### src/rtl/camara_scan_ctrl.sv
// Scale camera sequencer: settle on a load, debounce the product code, hand off {code, weight}.
// Optional macro SCAN_RETRY_EN: first recognition timeout re-settles once instead of erroring.
module camara_scan_ctrl #(
  parameter int WEIGHT_W   = 16,
  parameter int MIN_WEIGHT = 10,
  parameter int TOL        = 2,
  parameter int SETTLE_CYC = 8,
  parameter int MATCH_N    = 3,
  parameter int TIMEOUT    = 64
) (
  input  logic                clk,
  input  logic                rst_n,
  input  logic [WEIGHT_W-1:0] weight,
  input  logic [2:0]          product_detected,
  input  logic                item_ack,
  output logic                cam_en,
  output logic                item_valid,
  output logic [2:0]          item_code,
  output logic [WEIGHT_W-1:0] item_weight,
  output logic                busy,
  output logic                scan_error
);
  localparam int SW = $clog2(SETTLE_CYC + 1);
  localparam int MW = $clog2(MATCH_N + 1);
  localparam int TW = $clog2(TIMEOUT + 1);
  localparam logic [SW-1:0]       STAB_LAST  = SW'(SETTLE_CYC - 1);
  localparam logic [MW-1:0]       MATCH_LAST = MW'(MATCH_N - 1);
  localparam logic [TW-1:0]       TIME_LAST  = TW'(TIMEOUT - 1);
  localparam logic [WEIGHT_W-1:0] MIN_W      = WEIGHT_W'(MIN_WEIGHT);
  localparam logic [WEIGHT_W:0]   TOL_W      = (WEIGHT_W+1)'(TOL);

  typedef enum logic [2:0] {
    ST_IDLE, ST_SETTLE, ST_CAPTURE, ST_REPORT, ST_WAIT_CLEAR, ST_ERROR
  } state_t;

  state_t              state;
  logic [WEIGHT_W-1:0] ref_weight;
  logic [SW-1:0]       stab_cnt;
  logic [MW-1:0]       match_cnt;
  logic [TW-1:0]       timer;
  logic [2:0]          last_code;
  logic [WEIGHT_W:0]   diff;
  logic                present, stable, code_seen, code_same, accept;
`ifdef SCAN_RETRY_EN
  logic                retry_used;
`endif

  assign present   = weight >= MIN_W;
  // Widened difference so a reading far below ref cannot wrap into "stable".
  assign diff      = (weight >= ref_weight) ? ({1'b0, weight} - {1'b0, ref_weight})
                                            : ({1'b0, ref_weight} - {1'b0, weight});
  assign stable    = diff <= TOL_W;
  assign code_seen = product_detected != 3'd0;
  assign code_same = product_detected == last_code;
  assign accept    = code_seen && (code_same ? (match_cnt == MATCH_LAST) : (MATCH_N == 1));

  always_ff @(posedge clk or negedge rst_n) begin
    if (!rst_n) begin
      state       <= ST_IDLE;
      ref_weight  <= '0;
      stab_cnt    <= '0;
      match_cnt   <= '0;
      timer       <= '0;
      last_code   <= '0;
      cam_en      <= 1'b0;
      item_valid  <= 1'b0;
      item_code   <= '0;
      item_weight <= '0;
      busy        <= 1'b0;
      scan_error  <= 1'b0;
`ifdef SCAN_RETRY_EN
      retry_used  <= 1'b0;
`endif
    end else begin
      case (state)
        ST_IDLE: begin
`ifdef SCAN_RETRY_EN
          retry_used <= 1'b0;
`endif
          if (present) begin
            state      <= ST_SETTLE;
            ref_weight <= weight;
            stab_cnt   <= '0;
            busy       <= 1'b1;
          end
        end
        ST_SETTLE: begin
          if (!present) begin
            state <= ST_IDLE;
            busy  <= 1'b0;
          end else if (!stable) begin
            ref_weight <= weight;
            stab_cnt   <= '0;
          end else if (stab_cnt == STAB_LAST) begin
            state       <= ST_CAPTURE;
            item_weight <= ref_weight;
            timer       <= '0;
            match_cnt   <= '0;
            last_code   <= '0;
            cam_en      <= 1'b1;
          end else begin
            stab_cnt <= stab_cnt + 1'b1;
          end
        end
        ST_CAPTURE: begin
          timer <= timer + 1'b1;
          if (!present) begin
            state  <= ST_IDLE;
            cam_en <= 1'b0;
            busy   <= 1'b0;
          end else begin
            if (code_seen && code_same) begin
              match_cnt <= match_cnt + 1'b1;
            end else if (code_seen) begin
              last_code <= product_detected;
              match_cnt <= MW'(1);
            end else begin
              match_cnt <= '0;
              last_code <= '0;
            end
            // An accept wins over a timeout landing on the same cycle.
            if (accept) begin
              state      <= ST_REPORT;
              item_code  <= product_detected;
              cam_en     <= 1'b0;
              item_valid <= 1'b1;
            end else if (timer == TIME_LAST) begin
              cam_en <= 1'b0;
`ifdef SCAN_RETRY_EN
              if (!retry_used) begin
                retry_used <= 1'b1;
                state      <= ST_SETTLE;
                ref_weight <= weight;
                stab_cnt   <= '0;
              end else begin
                state      <= ST_ERROR;
                scan_error <= 1'b1;
              end
`else
              state      <= ST_ERROR;
              scan_error <= 1'b1;
`endif
            end
          end
        end
        ST_REPORT: begin
          if (item_ack) begin
            state      <= ST_WAIT_CLEAR;
            item_valid <= 1'b0;
          end
        end
        ST_WAIT_CLEAR: begin
          if (!present) begin
            state <= ST_IDLE;
            busy  <= 1'b0;
          end
        end
        ST_ERROR: begin
          if (!present) begin
            state      <= ST_IDLE;
            busy       <= 1'b0;
            scan_error <= 1'b0;
          end
        end
        default: begin
          state      <= ST_IDLE;
          cam_en     <= 1'b0;
          item_valid <= 1'b0;
          busy       <= 1'b0;
          scan_error <= 1'b0;
        end
      endcase
    end
  end
endmodule

### config.mk
export PLATFORM = sky130hd
export DESIGN_NAME = camara_scan_ctrl
export DESIGN_NICKNAME = d
export VERILOG_FILES = /design/src/rtl/camara_scan_ctrl.sv
export SDC_FILE = /design/constraint.sdc
export NUM_CORES = 1
export LEC_CHECK = 0
export CAP_MARGIN = 0
export CORE_AREA = 2 2 98 90
export DETAILED_ROUTE_END_ITERATION = 12
export DIE_AREA = 0 0 100 92
export GPL_TIMING_DRIVEN = 0
export HOLD_SLACK_MARGIN = 0.1
export PLACE_DENSITY_LB_ADDON = 0.08
export SKIP_CTS_REPAIR_TIMING = 1
export SLEW_MARGIN = 25
export SYNTH_ARGS = -nofsm -noshare
export SYNTH_HDL_FRONTEND = slang
export SYNTH_SLANG_ARGS = --single-unit
### constraint.sdc
create_clock -name clk -period 4.65 [get_ports clk]
set_input_delay 0.6975 -clock clk [delete_from_list [all_inputs] [get_ports clk]]
set_output_delay 0.6975 -clock clk [all_outputs]
set_load 0.1 [all_outputs]
### Yosys cells after proc, flatten, opt, wreduce, memory -nomap -nowiden

Index checks and enable logic that the tools add are counted.

| word-level totals | value |
|---|---|
| output and inout bits | 23 |
| word-level logic and storage cells | 131 |
| bits of input ports | 22 |
| bits in registers | 58 |

| operators by class | value |
|---|---|
| bitwise operators | 4 |
| equality and inequality tests | 27 |
| reductions and logical operators | 23 |
| mux-type cells | 57 |
| add/sub/neg operators | 5 |
| magnitude comparators | 3 |

Operators by type and width:

| kind | number |
|---|---|
| $mux 16 | 3 |
| $mux 3 | 15 |
| $sub 16x16->17 | 2 |
| $pmux 16 s2 | 1 |
| $ne 2x2->1 const B | 14 |
| $mux 7 | 3 |
| $reduce_and 4->1 | 5 |
| $le 17x2->1 const B | 1 |
| $mux 17 | 1 |
| $ge 16x16->1 | 1 |
| $ge 16x4->1 const B | 1 |
| $mux 1 | 16 |
| $mux 4 | 4 |
| $reduce_or 4->1 | 4 |
| $pmux 3 s5 | 1 |
| $reduce_and 5->1 | 3 |
| $pmux 7 s2 | 1 |
| $pmux 1 s3 | 4 |
| $reduce_and 6->1 | 2 |
| $mux 2 | 5 |
| $ne 3x3->1 const B | 3 |
| $pmux 4 s2 | 1 |
| $add 7x1->7 const B | 1 |
| $eq 7x6->1 const B | 1 |
| 18 further kinds | 26 |

### Logic depth before layout (Yosys ltp)

| logic depth | value |
|---|---|
| depth after elaboration | 6 |
| gate-level depth with buffers | 16 |

### Worst setup path after synthesis

Ideal clock, no wire load.

| timing | value |
|---|---|
| kind | input to register |
| start | in weight[0] |
| end | reg item_weight[10] |
| setup time | 0.125 ns |
| path slack | 0.883 ns |
| arrival | 3.641 ns |
| data required time | 4.525 ns |
| stages | 16 |
| buffers on the path | 2 |
| path through | inv_1 > ha_1 > inv_1 > fa_1 > a21oi_1 > o21ai_0 > a211oi_1 > o21bai_1 > mux2_2 > a2111oi_0 > o22ai_1 > nor4_4 > buf_6 > nand3_4 > buf_6 > mux2_4 |

| between the ends | value |
|---|---|
| cells in the longest elaborated chain, start to end | 4 |
| elaborated cells on any way between the ends | 7 |
| those cells by class | 2 x add/sub; 3 x order compare; 1 x mux; 1 x reduce/logical |

RTL lines:

| item | line | source |
|---|---|---|
| start, declared | 13 | `input logic [WEIGHT_W-1:0] weight,` |
| $sub 16x16->17 (tied with other cells) | 51 | `: ({1'b0, ref_weight} - {1'b0, weight});` |
| $mux 17 | 50 | `assign diff = (weight >= ref_weight) ? ({1'b0, weight} - {1'b0, ref_weight})` |
| $le 17x2->1 | 52 | `assign stable = diff <= TOL_W;` |
| $reduce_and 4->1 (no line) (*) | - |  |
| end signal, assigned | 96 | `item_weight <= ref_weight;` |
| end, declared | 19 | `output logic [WEIGHT_W-1:0] item_weight,` |

Mark *: on every way between the ends. The rest lies on a longest branch, timed or not.
A chain may end at the register's enable or synchronous reset.

### Worst setup path in the final report

| timing | value |
|---|---|
| start | in weight[10] |
| end | reg item_weight[13] |

Same word-level chain as after synthesis.

==> summary.txt <==
Timing
  • Final setup viols: 0
  • FMAX: 0.2211 GHz
  • Unrepaired setup endpoints after global routing: no
  • Fin Setup TNS: 0 ns
  • Slew headroom: 0.3321
  • Fin crit period: ~4.5 ns
  • Final hold vios: 0
  • Part of the cycle the worst path needs: 0.9726
  • Slew Viols, Final: 0
  • Setup Skew: 0.007738 ns
  • Measured slew at the worst slew-check pin: 0.9988 ns

Worst setup path
  • Crit Path Max Fanout: 10
  • Startpoint Class: primary input
  • Worst Path Arrival: 4.75 ns
  • R2r startpoint: ref_weight[0]$_DFFE_PN0P_
  • Data required time at the worst endpoint: between 4 and 5 ns
  • Critical path class: in -> reg
  • Slowest CP cell: clkdlybuf4s50_1
  • R2r worst-path depth: 16
  • Worst path max stage delay: 0.53 ns
  • R2r endpoint: item_weight[13]$_DFFE_PN0P_
  • R2r setup slk: between 0.6 and 0.7 ns
  • CP Capture Type: flip-flop
  • CP most frequent cell: buf_6
  • Cell Chain, Critical Path: clkdlybuf4s50_1 -> inv_1 -> ha_1 -> buf_2 -> a21o_1 -> a221o_1 -> a221oi_2 -> o41ai_4 -> o31ai_1 -> xnor2_1 -> nor4_4 -> buf_6 -> nand3_4 -> buf_6 -> mux2_4

Yosys
  • Sequential share of the synthesized area: 0.3135
  • Compound-Gate Fraction of Synth Area: 0.1932
  • Syn_nets: 577
  • Yosys reg bits: 58
  • Main area contributors after synthesis: dfrtp_1, ha_1, mux2i_1
  • Mux share of post-synthesis cell area: 0.1051
  • Adder-Cell Fraction of Synth Area: 0.1032
  • Simple-Gate Fraction of Synth Area: 0.1784
  • List of most frequent post-synthesis cells: dfrtp_1, inv_1, nand2_1, a21oi_1, ha_1
  • Yosys top cell by area: dfrtp_1
  • Synth cell types: 68
  • Count leader, synth: dfrtp_1
  • Synth Cell Area: 4629 um^2
  • Primary FF master, synth: dfrtp_1
  • Avg Inst Size Synth: 8.937 um^2
  • Yosys warning count: 0
  • Post-synth top area share: 0.3135
  • Gate Count Post-Synth: 518
  • Post-synth EDFFs: 0
  • Fraction of registers with async set/reset: 1.000
  • XOR/XNOR share of the synthesized area: 0.03757
  • Main combinational cell family by area after synthesis: compound AO/OA/AOI/OAI gates

Route
  • Avg WL per Cell: 17.80 um
  • Routed via count: 4,113
  • Routed Antenna Nets: 0
  • Drt drc: 0
  • Pre-antenna DRT Iters: 5
  • Routed wire length: 12,120 um
  • Vias per Instance: 6.040
  • Initial DRC Count: 289

Power and ir drop
  • Gate power share: 0.326
  • Power density cells: 292.2 nW/um^2
  • Reg power frac: 0.332
  • Peak supply drop: 0.1851 mV
  • P_sw: 0.5460 mW
  • Overall power: around 1.6 mW
  • Clock network fraction of total power: 0.342
  • Switching Share: 0.3377
  • Cell-internal power: 1.071 mW
  • Leakage power: 2.653 nW

Global routing
  • Global-route track usage on met2: 0.4251
  • First-pass GRT wire length: ~20,000 um
  • Total global-route track usage: 0.2771
  • Met1 usage: 0.3962
  • Largest net degree at the start of global routing: between 50 and 60
  • Vias in the first global route: 3,945
  • Initial antenna violation count: 0
  • Total grt overflow: 0
  • GR peak layer: met2
  • Met3 Usage GRT: 0.06555

Worst hold path
  • Worst min path class: in -> async

Placed design
  • Port bufs: 44
  • Detailed Place HPWL: 9302 um
  • Post-place instance area: 5223 um^2
  • Global placer's final weighted congestion: between 0.9 and 1

Status
  • Outcome: complete, no violations

Clock tree
  • Worst-skew pair later-pin latency: 0.35 ns
  • Clock sink count: just under 60
  • Worst-case clock buffer depth: 2
  • CTS Buf Count: 9
  • Clock transition at path regs: 0.07 ns
  • CTS tree: yes
  • Clock Tree Root: clkbuf_8
  • Max H-tree Level: 3

Final layout
  • Nets: 633
  • Fill count: roughly 710
  • Util after Layout: 0.6642
  • Layout cells sized above 1: 0.1382
  • Layout area overhead: 19.49%
  • Seq. cell area: 1451 um^2
  • Final instance area: 5532 um^2
  • Multi-input logic area: 2930 um^2
  • Diodes inserted: 0

Floorplanning
  • Die area: 9200 um^2
  • Std cell rows: 32
  • Initial cell density of the core: 0.5559
  • Die H: 92 um
  • Total core area: between 8000 and 9000 um^2
  • I/O pins: 45
  • Die width: around 100 um

Job
  • Max-cap violations: 0
==> layout by cell type (no fill, tap or decap), drive strengths merged, types with 3 or more instances in the layout <==
cell           instances
o31a                   3
o41ai                  3
o31ai                  5
ha                    35
a22o                   5
a31oi                  4
xor2                  10
mux2                  23
and4                   3
and2                   9
nand3                 13
o211ai                 6
nand4                  6
buf                   18
nor2b                  7
nor3                  18
nand2b                 4
clkbuf                20
or3                    5
clkdlybuf4s50         43
or2                    3
a21boi                 3
o21ai                 19
a21oi                 37
nand2                 45
xnor2                  9
a221oi                 4
o21bai                 3
and3                   4
nor2                  28
o221ai                 4
nor4                  11
inv                   50
a21o                  10
mux2i                 19
dfrtp                 58
==> power by group through the flow <==
stage	Sequential, mW	Clock (mW)	Combinational [mW]
final	0.537	0.553	0.526
after global placement	0.546	0	0.480
after floorplan	0.540	0	0.360
after detailed placement	0.547	0	0.492
after global routing	0.539	0.585	0.577
after CTS	0.537	0.562	0.497
==> routing by layer <==
metal / up-vias / share of wire
li1: 1968 / -
met1: 1965 / 0.47
met2: 162 / 0.44
met3: 18 / 0.071
met4: 0 / 0.012
met5: - / 0
==> worst max path at each step <==
stage          startpoint                           to  slack [ns]  depth (start not counted)
2_1_floorplan   weight[0]  item_weight[10]$_DFFE_PN0P_        0.88                         16
3_3_place_gp    weight[4]   item_weight[5]$_DFFE_PN0P_       -0.57                         16
3_5_place_dp    weight[4]  item_weight[11]$_DFFE_PN0P_       -0.55                         16
4_1_cts         weight[4]  item_weight[11]$_DFFE_PN0P_       -0.21                         16
5_1_grt        weight[10]  item_weight[13]$_DFFE_PN0P_        0.01                         15
6_report       weight[10]  item_weight[13]$_DFFE_PN0P_        0.13                         15
==> metrics by stage <==
stage | setup slack (ns) | std cells | hold slack, ns
floorplan | 0.8831 | 518 | 0.4019
global route | 0.01022 | 681 | 0.1437
finish | 0.1274 | 681 | 0.1527
CTS | -0.2089 | 681 | 0.1440
global placement | -0.5729 | 664 | 0.4597
detailed placement | -0.5507 | 665 | 0.4623
==> critical path, delay by kind of cell <==
kind                       cells  cell delay (ns)
xor gates and xnor gates       1             0.16
buffers and inverters          5             1.20
muxes                          1             0.30
adders and majority gates      1             0.29
AOI/OAI and AO/OA              5             1.53
and+or+nand+nor                2             0.55
==> registers in the layout, summed over array words and instances, names as in the netlist <==
register,count
busy,1
cam_en,1
item_code,3
item_valid,1
item_weight,16
last_code,3
match_cnt,2
ref_weight,16
scan_error,1
stab_cnt,4
state,3
timer,7
==> kinds of logic after synthesis <==
| kind of cell | count (synthesis) |
|---|---|
| adder cells (fa/ha/maj) | 37 |
| AND/OR/NAND/NOR | 160 |
| multiplexers | 42 |
| XOR/XNOR | 19 |
| flip-flops | 58 |
| AO/OA/AOI/OAI | 127 |
| buffers and inverters | 75 |
==> area by class of cell <==
class / instances / share of cell area
clock inverter: 4 / 0.01312
clock buffer: 12 / 0.02986
buffer: 22 / 0.02104
tap: 102 / 0.02307
inverter: 50 / 0.03393
multi-input combinational: 386 / 0.5297
timing repair buffer: 47 / 0.08686
sequential: 58 / 0.2624
No activity file was read; power rests on OpenSTA's default activity.
